==> src/rtl/uart_tx_fifo.sv <==
// UART transmitter with a transmit FIFO. It has run-time parity, compile-time format and baud.
// Define UART_TX_BREAK_EN to add the i_break input and the line-break states.
module uart_tx_fifo #(
  parameter int CLKS_PER_BIT = 217,
  parameter int DATA_BITS    = 8,
  parameter int STOP_BITS    = 1,
  parameter int FIFO_DEPTH   = 4
) (
  input  logic                 i_clk,
  input  logic                 i_reset_n,
  input  logic                 i_tx_dr,
  input  logic [DATA_BITS-1:0] i_data,
  input  logic [1:0]           i_parity_mode,
`ifdef UART_TX_BREAK_EN
  input  logic                 i_break,
`endif
  output logic                 o_serial,
  output logic                 o_tx_busy,
  output logic                 o_tx_done,
  output logic                 o_fifo_full,
  output logic                 o_fifo_empty,
  output logic                 o_overflow
);

  // state  | meaning
  // IDLE   | line high, waiting for a queued byte
  // START  | start bit (low), one bit time
  // DATA   | DATA_BITS payload bits, LSB first
  // PARITY | parity bit, only when latched mode != 00
  // STOP   | STOP_BITS stop bits (high); pops the next byte at the end
  // BREAK  | line held low while i_break is high
  // MAB    | mark-after-break, one bit time high

  localparam int AW = (FIFO_DEPTH > 1) ? $clog2(FIFO_DEPTH) : 1;
  localparam int CW = AW + 1;
  localparam int TW = (CLKS_PER_BIT > 1) ? $clog2(CLKS_PER_BIT) : 1;
  localparam int IW = 4;

  typedef enum logic [2:0] {
    S_IDLE,
    S_START,
    S_DATA,
    S_PARITY,
    S_STOP
`ifdef UART_TX_BREAK_EN
    , S_BREAK,
    S_MAB
`endif
  } state_t;

  state_t                state_q, state_d;
  logic [TW-1:0]         timer_q, timer_d;
  logic [IW-1:0]         idx_q, idx_d;
  logic [DATA_BITS-1:0]  shift_q, shift_d;
  logic                  acc_q, acc_d;
  logic [1:0]            mode_q, mode_d;
  logic                  serial_q, serial_d;
  logic                  busy_q, busy_d;
  logic                  done_q, done_d;

  logic                  tx_dr_q;
  logic [DATA_BITS-1:0]  mem [FIFO_DEPTH];
  logic [AW-1:0]         wr_ptr_q, rd_ptr_q;
  logic [CW-1:0]         count_q, count_d;
  logic                  full_q, empty_q, ovf_q;

  logic                  push, wr_en, pop, bit_end;
  logic [TW-1:0]         timer_inc;

  function automatic logic parity_bit(input logic [1:0] mode, input logic acc);
    case (mode)
      2'b01:   return ~acc;
      2'b10:   return acc;
      default: return 1'b1;
    endcase
  endfunction

  // ---------------- FIFO ----------------
  assign push    = i_tx_dr & ~tx_dr_q;
  // The full flag is checked before any same-cycle pop, so a push on a full FIFO is always lost.
  assign wr_en   = push & ~full_q;
  assign count_d = count_q + CW'(wr_en) - CW'(pop);

  always_ff @(posedge i_clk) begin
    if (wr_en) mem[wr_ptr_q] <= i_data;
  end

  always_ff @(posedge i_clk or negedge i_reset_n) begin
    if (!i_reset_n) begin
      tx_dr_q  <= 1'b0;
      wr_ptr_q <= '0;
      rd_ptr_q <= '0;
      count_q  <= '0;
      full_q   <= 1'b0;
      empty_q  <= 1'b1;
      ovf_q    <= 1'b0;
    end else begin
      tx_dr_q  <= i_tx_dr;
      if (wr_en) wr_ptr_q <= wr_ptr_q + AW'(1);
      if (pop)   rd_ptr_q <= rd_ptr_q + AW'(1);
      count_q  <= count_d;
      full_q   <= (count_d == CW'(FIFO_DEPTH));
      empty_q  <= (count_d == '0);
      if (push && full_q) ovf_q <= 1'b1;
    end
  end

  // ---------------- transmit FSM ----------------
  assign bit_end   = (timer_q == TW'(CLKS_PER_BIT - 1));
  assign timer_inc = bit_end ? '0 : timer_q + TW'(1);

  always_comb begin
    state_d = state_q;
    timer_d = timer_q;
    idx_d   = idx_q;
    shift_d = shift_q;
    acc_d   = acc_q;
    mode_d  = mode_q;
    pop     = 1'b0;
    done_d  = 1'b0;

    case (state_q)
      S_IDLE: begin
        timer_d = '0;
        idx_d   = '0;
`ifdef UART_TX_BREAK_EN
        if (i_break)       state_d = S_BREAK;
        else if (!empty_q) pop = 1'b1;
`else
        if (!empty_q) pop = 1'b1;
`endif
      end
      S_START: begin
        timer_d = timer_inc;
        if (bit_end) state_d = S_DATA;
      end
      S_DATA: begin
        timer_d = timer_inc;
        if (bit_end) begin
          shift_d = shift_q >> 1;
          acc_d   = acc_q ^ shift_q[0];
          if (idx_q == IW'(DATA_BITS - 1)) begin
            idx_d   = '0;
            state_d = (mode_q != 2'b00) ? S_PARITY : S_STOP;
          end else begin
            idx_d = idx_q + IW'(1);
          end
        end
      end
      S_PARITY: begin
        timer_d = timer_inc;
        if (bit_end) state_d = S_STOP;
      end
      S_STOP: begin
        timer_d = timer_inc;
        if (bit_end) begin
          if (idx_q == IW'(STOP_BITS - 1)) begin
            idx_d   = '0;
            done_d  = 1'b1;
            state_d = S_IDLE;
            if (!empty_q) pop = 1'b1;
          end else begin
            idx_d = idx_q + IW'(1);
          end
        end
      end
`ifdef UART_TX_BREAK_EN
      S_BREAK: begin
        timer_d = '0;
        if (!i_break) state_d = S_MAB;
      end
      S_MAB: begin
        timer_d = timer_inc;
        if (bit_end) state_d = S_IDLE;
      end
`endif
      default: state_d = S_IDLE;
    endcase

    // A pop from IDLE or from the last stop bit loads the next frame identically.
    if (pop) begin
      shift_d = mem[rd_ptr_q];
      mode_d  = i_parity_mode;
      acc_d   = 1'b0;
      idx_d   = '0;
      timer_d = '0;
      state_d = S_START;
    end
  end

  // The line level is registered from the next-state values so o_serial never glitches.
  always_comb begin
    serial_d = 1'b1;
    case (state_d)
      S_START:  serial_d = 1'b0;
      S_DATA:   serial_d = shift_d[0];
      S_PARITY: serial_d = parity_bit(mode_d, acc_d);
`ifdef UART_TX_BREAK_EN
      S_BREAK:  serial_d = 1'b0;
`endif
      default:  serial_d = 1'b1;
    endcase
    busy_d = (state_d != S_IDLE);
  end

  always_ff @(posedge i_clk or negedge i_reset_n) begin
    if (!i_reset_n) begin
      state_q  <= S_IDLE;
      timer_q  <= '0;
      idx_q    <= '0;
      shift_q  <= '0;
      acc_q    <= 1'b0;
      mode_q   <= 2'b00;
      serial_q <= 1'b1;
      busy_q   <= 1'b0;
      done_q   <= 1'b0;
    end else begin
      state_q  <= state_d;
      timer_q  <= timer_d;
      idx_q    <= idx_d;
      shift_q  <= shift_d;
      acc_q    <= acc_d;
      mode_q   <= mode_d;
      serial_q <= serial_d;
      busy_q   <= busy_d;
      done_q   <= done_d;
    end
  end

  assign o_serial     = serial_q;
  assign o_tx_busy    = busy_q;
  assign o_tx_done    = done_q;
  assign o_fifo_full  = full_q;
  assign o_fifo_empty = empty_q;
  assign o_overflow   = ovf_q;

endmodule

==> config.mk <==
export PLATFORM = sky130hd
export DESIGN_NAME = uart_tx_fifo
export DESIGN_NICKNAME = d
export VERILOG_FILES = /design/src/rtl/uart_tx_fifo.sv
export SDC_FILE = /design/constraint.sdc
export NUM_CORES = 1
export LEC_CHECK = 0
export ABC_AREA = 1
export ABC_CLOCK_PERIOD_IN_PS = 2500
export CAP_MARGIN = 30
export CORE_ASPECT_RATIO = 0.6
export CORE_UTILIZATION = 45
export DETAILED_ROUTE_END_ITERATION = 7
export PLACE_DENSITY = 0.77
export RECOVER_POWER = 25
export SLEW_MARGIN = 20
export SYNTH_ARGS = -nofsm -noshare
export SYNTH_HDL_FRONTEND = slang
export SYNTH_SLANG_ARGS = --single-unit
export TNS_END_PERCENT = 50
==> constraint.sdc <==
create_clock -name i_clk -period 2.5 [get_ports i_clk]
set_input_delay 0.375 -clock i_clk [delete_from_list [all_inputs] [get_ports i_clk]]
set_output_delay 0.375 -clock i_clk [all_outputs]
set_load 0.01 [all_outputs]
Word-level counts from Yosys, hierarchy flattened
Memory sizes are Yosys's and may differ from the RTL's.
Index checks and enable logic that the tools add are counted.
Operators by class
  reduce and logical (&&, ||, !) cells: 13
  $add $sub $neg: 6
  multiplexer cells: 36
  equality and inequality tests: 14
  bitwise operators: 6
Operators by type and width (number)
  8-bit two-way mux: 5
  3-bit two-way mux: 8
  4-bit two-way mux: 5
  8-bit case mux with 2 select lines: 1
  3-bit case mux with 5 select lines: 1
  3-bit by 2-bit == test with 1-bit output (second input constant): 4
  4-bit case mux with 3 select lines: 1
  1-bit two-way mux: 11
  8-bit by 1-bit adder with 8-bit output (second input constant): 1
  8-bit == test (second input constant): 1
  3-bit by 1-bit == test with 1-bit output (second input constant): 2
  3-bit == test (second input constant): 2
  3-bit logical NOT: 2
  3-bit != test (second input constant): 2
  2-bit nonzero test: 3
  3-bit nonzero test: 2
  2-bit by 1-bit adder with 2-bit output (second input constant): 2
  4-bit by 1-bit adder with 4-bit output (second input constant): 1
  4-bit by 3-bit == test with 1-bit output (second input constant): 1
  4-bit logical NOT: 1
  1-bit case mux with 2 select lines: 2
  4-bit nonzero test: 1
  4-bit OR reduction: 1
  3-bit by 1-bit adder with 3-bit output: 1
  other kinds (11): 14
Storage, ports and cells
  bits in writable memories: 32
  memories: 1
  output and inout bits: 6
  register bits: 40
  bits of input ports: 13
  logic and storage cells: 93
Memory list
  mem: words 4, width 8, read ports 1, clocked after Yosys merged registers in 0, wr ports 1, line 62  | logic [DATA_BITS-1:0] mem [FIFO_DEPTH];

Depth between registers and ports, before layout
  depth in word-level cells: 8
  gate-level depth with buffers: 15
  depth with buffers taken out: 14

Least setup slack after synthesis
OpenSTA, ideal clock, no wires.
  kind: reg-to-reg
  start: reg timer_q[0]
  end: reg full_q (netlist: o_fifo_full)
  path buffers: 1
  stages on the path, launching flop included: 16
  setup time: 88 ps
  data required time: 2412 ps
  slack: -148 ps
  clock period less this slack: 2648 ps
  arrival: 2560 ps
  path through: dfrtp_1 inv_1 ha_1 nand3_2 nor2_4 nand3_1 nand2_2 buf_4 ha_1 inv_1 ha_1 inv_1 fa_1 xnor2_1 xnor2_1 nor3b_1
Between the ends
  cells in the longest elaborated chain, start to end: 5
Ends and longest elaborated chain
  start, declared: line 52  | logic [TW-1:0] timer_q, timer_d;
  start signal, assigned: line 219  | timer_q <= timer_d;
  8-bit == test: line 109  | assign bit_end = (timer_q == TW'(CLKS_PER_BIT - 1));
  1-bit two-way mux: line 156  | if (bit_end) begin
  1-bit case mux with 2 select lines: line 122  | case (state_q)
  3-bit by 1-bit subtractor with 3-bit output: line 82  | assign count_d = count_q + CW'(wr_en) - CW'(pop);
  named net count_d[2]: line 64  | logic [CW-1:0] count_q, count_d;
  3-bit == test: line 102  | full_q <= (count_d == CW'(FIFO_DEPTH));
  end signal, assigned: line 102
  end, declared: line 65  | logic full_q, empty_q, ovf_q;
The timed path passes the listed nets, and every way through them passes these cells.
A chain may end at the register's enable or synchronous reset.

Worst setup path after layout
Ends and elaborated chain as after synthesis.

==> flow_summary.toml <==
[floorplan]
io_pins = 19
core_um2 = 6940
die_area_um2 = 7800
row_count = 23
die_w_um = 113
die_height_um = 68.8
start_util_pct = 48.3

[final_layout]
areaGrowthSynthToFinish_pct = 25.3
layout.filler_cells = 538
final_cell_mix = "inv_1, nand2_1, dfrtp_1, nor2_1, edfxtp_1"
n_antenna_cell = 0
drive_above_1_share_pct = 20.5
nets = 402
layout.cells.most_common = "inv_1"

[setup_path]
crit_path_end_kind = "flip-flop"
worst-setup-path-type = "flip-flop to flip-flop"
worstSetupEndpoint = "o_fifo_full"
r2r_cells = 14
r2r-start = "timer_q[0]"
worstPathRequired_ps = 2750
startpoint = "timer_q[0]"
crit_fanout = 3
arrival_ps = 2670
rr_endpoint = "o_fifo_full"
reg2reg_slack_ps = 90
cp-start-kind = "flip-flop"

[drt]
routedWlPerCell_um = 14.5
drtPass1Iterations = 4
antenna_left = 0
vias = 2456
via_per_inst = 5.11
route.detailed.drc = 0
drt_iter0_drc = 163
routed_wl_um = 6980

[cts]
worst_skew_pair.late_latency_ps = 330
cts_tree = "built"
clkTransAtPathRegs_ps = 60
h-tree-depth = 3
cts.sinks = 72
clockBufferDepth = 2
cts-root-buf = "clkbuf_16"
numCtsBuffers = 9

[yosys]
syn-num-nets = 357
synthArstFlopShare_pct = 55.6
synth_top_family_by_area = "simple AND/OR/NAND/NOR gates"
syn_area_per_cell_um2 = 10.1
synth_seq_cells = 72
synth_mux_area_share_pct = 0.299
synth_simple_gate_area_share_pct = 18.6
synth_compound_area_share_pct = 8.48
syn_area_um2 = 3350
yosysWarnings = 0
synth_xor_area_share_pct = 2.35
synth_top_area_cell = "edfxtp_1"
synth_edf_count = 32
synth_fa_ha_area_share_pct = 5.08
yosys.area.top_type_share_pct = 28.7
synth_cells = 331
yosysSeqAreaShare_pct = 58.7
synth_cell_types = 36
synth_area_leaders = "edfxtp_1, dfrtp_1, inv_1"
synthFlopType = "dfrtp_1"

[sta]
maxSlewHeadroom_pct = 64.7
tightestPinTransition_ps = 529
rsz0062_at_grt = "true"
finalSetupViolations = 0
tns_ps = 0
slew_viol_final = 0
fin_ws_ps = 85.0
finClkSkew_ps = 5.32
min_period_ps = 2410
hold_viol_final = 0
timing.fmax_mhz = 414
min_period_over_period_pct = 96.6

[placement]
gp_congestion = 0.893
io_buffers = 18
dp_hpwl_um = 4620
post-place-ws_ps = -65.1

[global_route]
grt_pass1_wl_um = 11000
grt_remaining_overflow = 0
grt_max_degree = 41
antenna_found_initial = 0
grt.total_usage_pct = 19.5
grt_pass1_vias = 2271

[power_and_ir_drop]
vdd_drop_max_mv = 0.538
p_per_area_nw_per_um2 = 1020
power.leakage_nw = 1.80

[worst_hold_path]
min_delay_path_depth = 1
min_path_type = "flip-flop to flip-flop"

[run_status]
status = "completed"

[job]
maxCapViolations = 0
==> critical path, stage by stage, from the launching register on <==
cell and delay [ps]:
dfrtp_1 400, inv_2 100, ha_4 140, nand3_4 70, nor2_4 130, nand3_2 100, nand2_4 80, ha_4 190
inv_2 60, ha_4 120, inv_2 40, fa_2 360, xnor2_2 160, xnor2_2 200, nor3b_2 190
==> registers in the layout, indices dropped and copies added (netlist names) <==
register and count:
wr_ptr_q 2, acc_q 1, count_q 3, o_fifo_full 1
state_q 3, timer_q 8, rd_ptr_q 2, o_tx_done 1
idx_q 4, o_tx_busy 1, o_fifo_empty 1, o_serial 1
tx_dr_q 1, o_overflow 1, mode_q 2, mem 32
shift_q 8
==> layout make-up <==
cell class,instances,area (um2),share of cell area [%]
Clock buffer,10,229,5.46
Clock inverter,6,60.1,1.43
Inverter,52,195,4.65
Multi-Input combinational cell,202,1270,30.4
Sequential cell,72,1960,46.8
Tap cell,100,125,2.98
Timing Repair Buffer,39,347,8.26
==> cells in the mapped netlist (all sizes together) (2+ instances only) <==
cell	instances
inv	52
nand2	44
nor2	43
dfrtp	38
edfxtp	32
o21ai	27
nand3	22
ha	12
a21oi	11
nor3	10
xor2	7
o221ai	5
buf	3
nand4	3
or2	3
a31oi	2
clkbuf	2
dfstp	2
nand3b	2
nor3b	2
o211ai	2
xnor2	2
==> how the worst min path moves through the flow <==
stage	from	end	slack, ps
2_1_floorplan	i_reset_n	acc_q	80
3_3_place_gp	o_overflow	o_overflow	450
3_5_place_dp	o_overflow	o_overflow	460
4_1_cts	i_reset_n	o_fifo_full	200
5_1_grt	o_overflow	o_overflow	490
6_report	o_overflow	o_overflow	470
==> power breakdown <==
part | internal, W | switching [W]
combinational | 0.000587 | 0.000766
clock | 0.000766 | 0.000461
sequential | 0.00151 | 0.000196
==> logic make-up after synthesis <==
kind of cell	count (synthesis)
AOI/OAI and AO/OA	50
and+or+nand+nor	129
xor gates and xnor gates	9
buffers and inverters	57
DFF	72
muxes	1
adders and majority gates	13
==> layer usage <==
layer / track usage, % / part of all wire, %
met5: 0 / 0
met4: 8.22 / 0.93
met3: 6.03 / 6.1
met2: 30.4 / 46
met1: 25.8 / 47
==> repair_timing <==
item                                    in CTS  in global routing
gates resized for setup                      5                 14
endpoints found under the setup margin       1                  2
pin swaps                                    3                  9
endpoints found under the hold margin        0                  7
buffers inserted                             0                 10
hold buffers                                 0                  1
==> through the flow <==
step	total power (W)	util [%]	std cells	instance area [um2]	hold slack (ps)
after floorplan	0.00250	-	331	3370	79.4
after global routing	0.00456	60.5	481	4200	490
after detailed placement	0.00287	53.5	453	3710	461
final	0.00429	60.5	481	4200	467
after global placement	0.00279	53.5	453	3710	451
after CTS	0.00416	58.0	469	4020	199
Note: power is estimated with default switching activity, not from simulation.
